==> config.mk <==
export PLATFORM = sky130hd
export DESIGN_NAME = clink_tx
export DESIGN_NICKNAME = d
export VERILOG_FILES = /design/src/rtl/clink_pkg.sv /design/src/rtl/clink_credit_ctr.sv /design/src/rtl/clink_tx.sv
export SDC_FILE = /design/constraint.sdc
export NUM_CORES = 1
export LEC_CHECK = 0
export CORE_ASPECT_RATIO = 2
export CORE_MARGIN = 2
export CORE_UTILIZATION = 28
export DETAILED_ROUTE_END_ITERATION = 10
export MAX_ROUTING_LAYER = met4
export PLACE_DENSITY_LB_ADDON = 0.15
export SYNTH_ARGS = -nofsm -noshare
export SYNTH_HDL_FRONTEND = slang
export SYNTH_SLANG_ARGS = --single-unit
export TNS_END_PERCENT = 10
==> constraint.sdc <==
create_clock -name clk -period 8.87 [get_ports clk]
set_input_delay 1.3305 -clock clk [delete_from_list [all_inputs] [get_ports clk]]
set_output_delay 1.3305 -clock clk [all_outputs]
set_load 0.1 [all_outputs]
==> src/rtl/clink_pkg.sv <==
// Shared CLINK constants and state encoding, used by both link ends.
package clink_pkg;

  typedef enum logic {
    IDLE = 1'b0,
    SEND = 1'b1
  } clink_state_t;

  function automatic int nbeats(input int dw, input int iow);
    return dw / iow;
  endfunction

  // Beat counter width; never narrower than one bit so NBEATS==1 still has a counter.
  function automatic int cnt_w(input int n);
    return (n <= 1) ? 1 : $clog2(n);
  endfunction

  function automatic int credit_w(input int credits);
    return $clog2(credits + 1);
  endfunction

endpackage

==> src/rtl/clink_credit_ctr.sv <==
// Saturating credit counter mirroring free far-end FIFO entries, with sticky
// overflow error for returns that arrive while already full.
module clink_credit_ctr
  import clink_pkg::*;
#(
  parameter int CREDITS = 4,
  parameter int CW      = credit_w(CREDITS)
) (
  input  logic          clk,
  input  logic          reset,
  input  logic          consume,
  input  logic          ret,
  output logic [CW-1:0] credits,
  output logic          err
);

  localparam logic [CW-1:0] FULL = CW'(CREDITS);

  always_ff @(posedge clk or posedge reset) begin
    if (reset) begin
      credits <= FULL;
      err     <= 1'b0;
    end else if (consume && !ret) begin
      credits <= credits - CW'(1);
    end else if (ret && !consume) begin
      // A return with nothing outstanding means the far end is out of sync.
      if (credits == FULL) begin
        err <= 1'b1;
      end else begin
        credits <= credits + CW'(1);
      end
    end
  end

endmodule

==> src/rtl/clink_tx.sv <==
// CLINK transmit side: holds one UMI packet and serializes it LSB slice first
// onto the lane, gated by far-end FIFO credits.
module clink_tx
  import clink_pkg::*;
#(
  parameter     TARGET   = "DEFAULT",
  parameter int DW       = 256,
  parameter int IOW      = 64,
  parameter int CREDITS  = 4,
  parameter int NBEATS   = nbeats(DW, IOW),
  parameter int CNT_W    = cnt_w(NBEATS),
  parameter int CREDIT_W = credit_w(CREDITS)
) (
  input  logic                clk,
  input  logic                reset,
  input  logic                umi_in_valid,
  input  logic [DW-1:0]       umi_in_data,
  output logic                umi_in_ready,
  output logic                phy_txvalid,
  output logic [IOW-1:0]      phy_txdata,
  output logic                phy_txlast,
  input  logic                phy_txready,
  input  logic                credit_return,
  output logic [CREDIT_W-1:0] credits,
  output logic                credit_err,
  output logic                busy
);

  clink_state_t     state_reg, state_next;
  logic [DW-1:0]    hold_reg;
  logic [CNT_W-1:0] beat_reg, beat_next;
  logic             last_beat;
  logic             accept;
  logic             beat_done;
  logic [IOW-1:0]   beat_data;
  logic [IOW-1:0]   beats [NBEATS];

  assign last_beat = (beat_reg == CNT_W'(NBEATS - 1));
  assign beat_done = (state_reg == SEND) && phy_txready;

  // A same-cycle credit return can fund this accept even at zero credits.
  assign umi_in_ready = !reset && ((credits != '0) || credit_return) &&
                        ((state_reg == IDLE) || (beat_done && last_beat));
  assign accept = umi_in_valid && umi_in_ready;

  always_comb begin
    state_next = state_reg;
    beat_next  = beat_reg;
    if (accept) begin
      state_next = SEND;
      beat_next  = '0;
    end else if (beat_done) begin
      if (last_beat) begin
        state_next = IDLE;
      end else begin
        beat_next = beat_reg + CNT_W'(1);
      end
    end
  end

  always_ff @(posedge clk or posedge reset) begin
    if (reset) begin
      state_reg <= IDLE;
      beat_reg  <= '0;
      hold_reg  <= '0;
    end else begin
      state_reg <= state_next;
      beat_reg  <= beat_next;
      if (accept) begin
        hold_reg <= umi_in_data;
      end
    end
  end

  genvar gi;
  generate
    for (gi = 0; gi < NBEATS; gi++) begin : g_slice
      assign beats[gi] = hold_reg[gi*IOW +: IOW];
    end

    if (TARGET == "DEFAULT") begin : g_mux
      assign beat_data = beats[beat_reg];
    end else begin : g_andor
      // One-hot AND-OR select; maps well where wide muxes are costly.
      always_comb begin
        beat_data = '0;
        for (int i = 0; i < NBEATS; i++) begin
          if (beat_reg == CNT_W'(i)) beat_data = beat_data | beats[i];
        end
      end
    end
  endgenerate

  assign phy_txvalid = (state_reg == SEND);
  assign phy_txdata  = phy_txvalid ? beat_data : '0;
  assign phy_txlast  = phy_txvalid && last_beat;
  assign busy        = (state_reg == SEND);

  clink_credit_ctr #(
    .CREDITS (CREDITS),
    .CW      (CREDIT_W)
  ) u_credit_ctr (
    .clk     (clk),
    .reset   (reset),
    .consume (accept),
    .ret     (credit_return),
    .credits (credits),
    .err     (credit_err)
  );

endmodule

# ---- Yosys cells after proc, flatten, opt, wreduce, memory -nomap -nowiden
# Cells that the tools add are included.
dict set report totals {
  register_bits 263
  latch_bits 0
  ramBits 0
  mem_bits_ro 0
  input_bits 261
  output_inout_bits 72
  word_cells 50
  mem_count 0
}
dict set report op_classes {
  add_sub_neg 3
  mul 0
  div_mod_pow 0
  order_cmp 1
  eq_ne 4
  shift 0
  mux 13
  n_bitwise 3
  n_reduce_logical 21
}
# cell count
set ops {}
lappend ops {{2-to-1 mux 64 bit} 3}
lappend ops {{binary-select mux 64 bit (select 2 bit)} 1}
lappend ops {{2-to-1 mux 3 bit} 3}
lappend ops {{logical AND 1 bit} 8}
lappend ops {{2-to-1 mux 2 bit} 3}
lappend ops {{AND reduction 2 bit} 3}
lappend ops {{nonzero test 2 bit} 3}
lappend ops {{inequality test 2 x 1 -> 1 bit, second input constant} 2}
lappend ops {{adder 3 x 1 -> 3 bit, second input constant} 1}
lappend ops {{== test 3 bit, second input constant} 1}
lappend ops {{greater-or-equal comparator 3 bit, second input constant} 1}
lappend ops {{logical NOT 1 bit} 3}
lappend ops {{2-to-1 mux 1 bit} 3}
lappend ops {{NOT 2 -> 3 bit} 1}
lappend ops {{AND reduction 3 bit} 1}
lappend ops {{nonzero test 3 bit} 1}
lappend ops {{subtractor 3 x 1 -> 3 bit, second input constant} 1}
lappend ops {{adder 2 x 1 -> 2 bit, second input constant} 1}
lappend ops {{== test 2 bit, second input constant} 1}
lappend ops {{logical OR 1 bit} 2}
lappend ops {{NOT 1 bit} 2}

# ---- Longest topological paths before layout
dict set report logic_depth {
  ltp_word 9
  depth_mapped 12
  mapped_depth_nobuf 10
}

# ---- By module
# Synthesis repeated with hierarchy kept, for this count alone.
dict set report hier_totals {
  cells_unflattened 733
  hier_area_um2 11881.4
}
# mod n_inst cells_each area_per_inst_um2 seq_area_each_um2
set modules_own_cells {}
lappend modules_own_cells {clink_tx 1 707 11628.7 6481.2}
lappend modules_own_cells {clink_credit_ctr 1 26 252.7 101.3}

# ---- Worst setup path after synthesis
# OpenSTA, ideal clock, no wires.
dict set report synth_timing {
  kind {input port to output port}
  startpoint {input port phy_txready}
  endpoint {output port umi_in_ready}
  t_arrival_ps 3475
  t_required_ps 7539
  setup_slack_ps 4065
  stages 2
  n_path_buf 0
  path_cell_list {a21boi_1 nor3_1}
}
dict set report synth_between {
  elab_chain_len 4
}
# element line
set synth_rtl {}
lappend synth_rtl {{from (decl)} clink_tx.sv:22} ;# input logic phy_txready,
lappend synth_rtl {{logical AND 1 bit} clink_tx.sv:39} ;# assign beat_done = (state_reg == SEND) && phy_txready;
lappend synth_rtl {{logical AND 1 bit} clink_tx.sv:43} ;# ((state_reg == IDLE) || (beat_done && last_beat));
lappend synth_rtl {{logical OR 1 bit} clink_tx.sv:43}
lappend synth_rtl {{logical AND 1 bit} clink_tx.sv:42} ;# assign umi_in_ready = !reset && ((credits != '0) || credit_return) &&
lappend synth_rtl {{to (decl)} clink_tx.sv:18} ;# output logic umi_in_ready,
# No other way between the ends.

# ---- Worst setup path after layout
dict set report layout_timing {
  startpoint {register beat_reg[1]}
  endpoint {output port umi_in_ready}
}
dict set report layout_between {
  elab_chain_len 4
}
# element line
set layout_rtl {}
lappend layout_rtl {{from (decl)} clink_tx.sv:31} ;# logic [CNT_W-1:0] beat_reg, beat_next;
lappend layout_rtl {{from (signal assigned)} clink_tx.sv:68} ;# beat_reg <= beat_next;
lappend layout_rtl {{== test 2 bit} clink_tx.sv:38} ;# assign last_beat = (beat_reg == CNT_W'(NBEATS - 1));
lappend layout_rtl {{logical AND 1 bit} clink_tx.sv:43}
lappend layout_rtl {{logical OR 1 bit} clink_tx.sv:43}
lappend layout_rtl {{logical AND 1 bit} clink_tx.sv:42}
# No other way between the ends.

==> summary.md <==
| Metric | Value |
|---|---|
| Status | finished, final reports clean |
| Syn nets | 1004 |
| PortBufs | 332 |
| Leading cell type in the layout, fill and taps excluded | clkdlybuf4s50_1 |
| Post-CTS Hold Fix Bufs | 0 |
| CP peak stage delay | 1.17 ns |
| Synth unique cells | 35 |
| Final Setup Violations | 0 |
| Max reg flops | 256 |
| DP Wirelength | 22550 um |
| Post-synth EDFFs | 0 |
| WP buf/inv | 2 |
| R2r setup slk | 3.92 ns |
| Synth warn | 0 |
| Reg-to-Reg Start | beat_reg[1] |
| Buffer count from post-CTS setup fixing | 0 |
| Headroom to the max-slew limit | 25.65% |
| Vias/cell | 4.331 |
| Post-CTS resize count | 0 |
| CTS buffer count | 28 |
| Clk_skew | 0.01807 ns |
| Die H | 309.7 um |
| Initial Util | 28.20% |
| Vias in the first global route | 8618 |
| GR Overflow Total | 0 |
| Crit path max-delay family | buffers and inverters |
| Clock Latency Late Sink | 0.56 ns |
| CTS sink cnt | 263 |
| FF+latch count, synth | 263 |
| Core Util, Final | 37.95% |
| Final Hold Vio Count | 0 |
| CP Launch Point | beat_reg[1] |
| Crit path capture type | output pin |
| CTS tree | yes |
| Hold Worst Slack | 0.4795 ns |
| Initial DRC count | 193 |
| Max-slew violation count | 0 |
| CP cell instances | buf_4 -> ha_1 -> a21boi_1 -> nor3_1 -> clkdlybuf4s50_1 |
| Largest net degree at the start of global routing | 137 |
| I/O pin count | 333 |
| Setup total negative slack | 0 ns |
| Core area | 46380 um2 |
| Clk root buf | clkbuf_16 |
| H-tree depth | 1 |
| Worst Hold Class | reg -> reg |
| Antenna Nets Post-Route | 0 |
| Max-cap violations | 0 |
| CP Class | reg -> out |
| Routed vias | 7437 |
| FP Rows | 112 |
| Antenna violations before repair | 10 |
| Min Tclk post-route | 5.455 ns |
| Ys async rst share | 100.0% |
| FMAX | 183.3 MHz |
| NumNets Final | 1323 |
| Chip width | 156.8 um |
| Placed cells | 1655 |
| CP max-delay cell | clkdlybuf4s50_1 |
| Min-delay src | u_credit_ctr.err |
| Unrepaired setup endpoints after global routing | no |
| GRT Overall Usage | 14.62% |
| Worst slew pin tran | 1.115 ns |
| Final period util | 61.50% |
| Clk slew on worst S/H paths | 0.06 ns |
| Post-synthesis cell area | 13080 um2 |
| First-pass GRT wire length | 52990 um |
| Most frequent cells in the layout | 332 x clkdlybuf4s50_1, 259 x dfrtp_1, 229 x mux2_4 |
| Gate Count Post-Synth | 739 |
| Total wire length | 34550 um |
| Placer Congestion | 0.7682 |
| WL/cell | 20.12 um |
| Worst Setup Start Kind | register |
| Share of cells above drive strength 1 | 35.74% |
| Avg Inst Size Synth | 17.70 um2 |
| Crit path max fanout | 43 |
| Synthesis-to-layout area growth | 34.55% |
| Buffer depth of the longest clock path | 3 |
| Drt first pass iters | 4 |
| Register area share after synthesis | 50.32% |
| Worst Path Required | 7.54 ns |
| Die area | 48570 um2 |
| Residual DRC count | 0 |
| Main synth FF type | dfrtp_1 |
| Critical Path AT | 4.12 ns |
| Fin cells | 1717 |
## cells by family (layout without fill, tap and decap cells)
logic type,after synthesis,in the layout,synth area share [%]
fa+ha+maj,4,4,0.4400
flops,263,263,50.32
simple gates,75,75,3.702
buf+inv,61,402,5.079
compound gates,15,15,0.7653
mux,320,320,39.63
other cells,0,10,0
xor+xnor,1,1,0.06697
## metrics by stage
stage	area, um2	worst slack, ns
2_1_floorplan	13080	0.3010
3_3_place_gp	16650	3.884
3_5_place_dp	16650	3.874
4_1_cts	17580	3.254
5_1_grt	17600	3.103
6_report	17600	3.415
## worst reg2reg max path: stages (launching register included)
cell	delay [ns]
dfrtp_4	1.06
buf_4	0.65
ha_1	0.37
a21boi_1	0.13
or3_4	0.47
inv_16	0.50
buf_4	1.16
mux2_2	0.51
## synthesized netlist by cell type, drive strengths merged, types with 2 or more instances
cell,instances,area [um2]
a21oi,4,20.02
nand2,2,7.510
mux2,256,3742
dfrtp,262,6556
ha,3,37.54
clkbuf,10,37.54
mux4,64,1441
inv,11,48.80
and2,65,406.6
buf,40,578.1
o22ai,3,18.77
## per-layer routing
layer,GRT usage (%),share of wire (%)
met1,19.23,45
met2,21.34,43
met3,5.587,10
met4,3.392,1.7
met5,-,0
## worst paths after layout
kind | endpoint | depth (start not counted)
setup / recovery | umi_in_ready | 5
hold / removal | u_credit_ctr.err | 1
setup reg to reg | hold_reg[56] | 7
hold reg to reg | u_credit_ctr.err | 1
max in group asynchronous | hold_reg[233] | 3
min in group asynchronous | u_credit_ctr.err | 2
## cell type report
| cell class | count | area, um2 |
|---|---|---|
| antenna | 10 | 25.02 |
| clock buffer | 37 | 805.8 |
| clock inverter | 15 | 118.9 |
| fill | 4325 | 28780 |
| inverter | 11 | 65.06 |
| multi-input combinational | 415 | 5834 |
| sequential | 263 | 6591 |
| tap | 627 | 784.5 |
| timing repair buffer | 339 | 3376 |
Power is left out: the tool's default activity adds up to more than one toggle a clock period on the data nets, which glitch-free logic cannot reach.
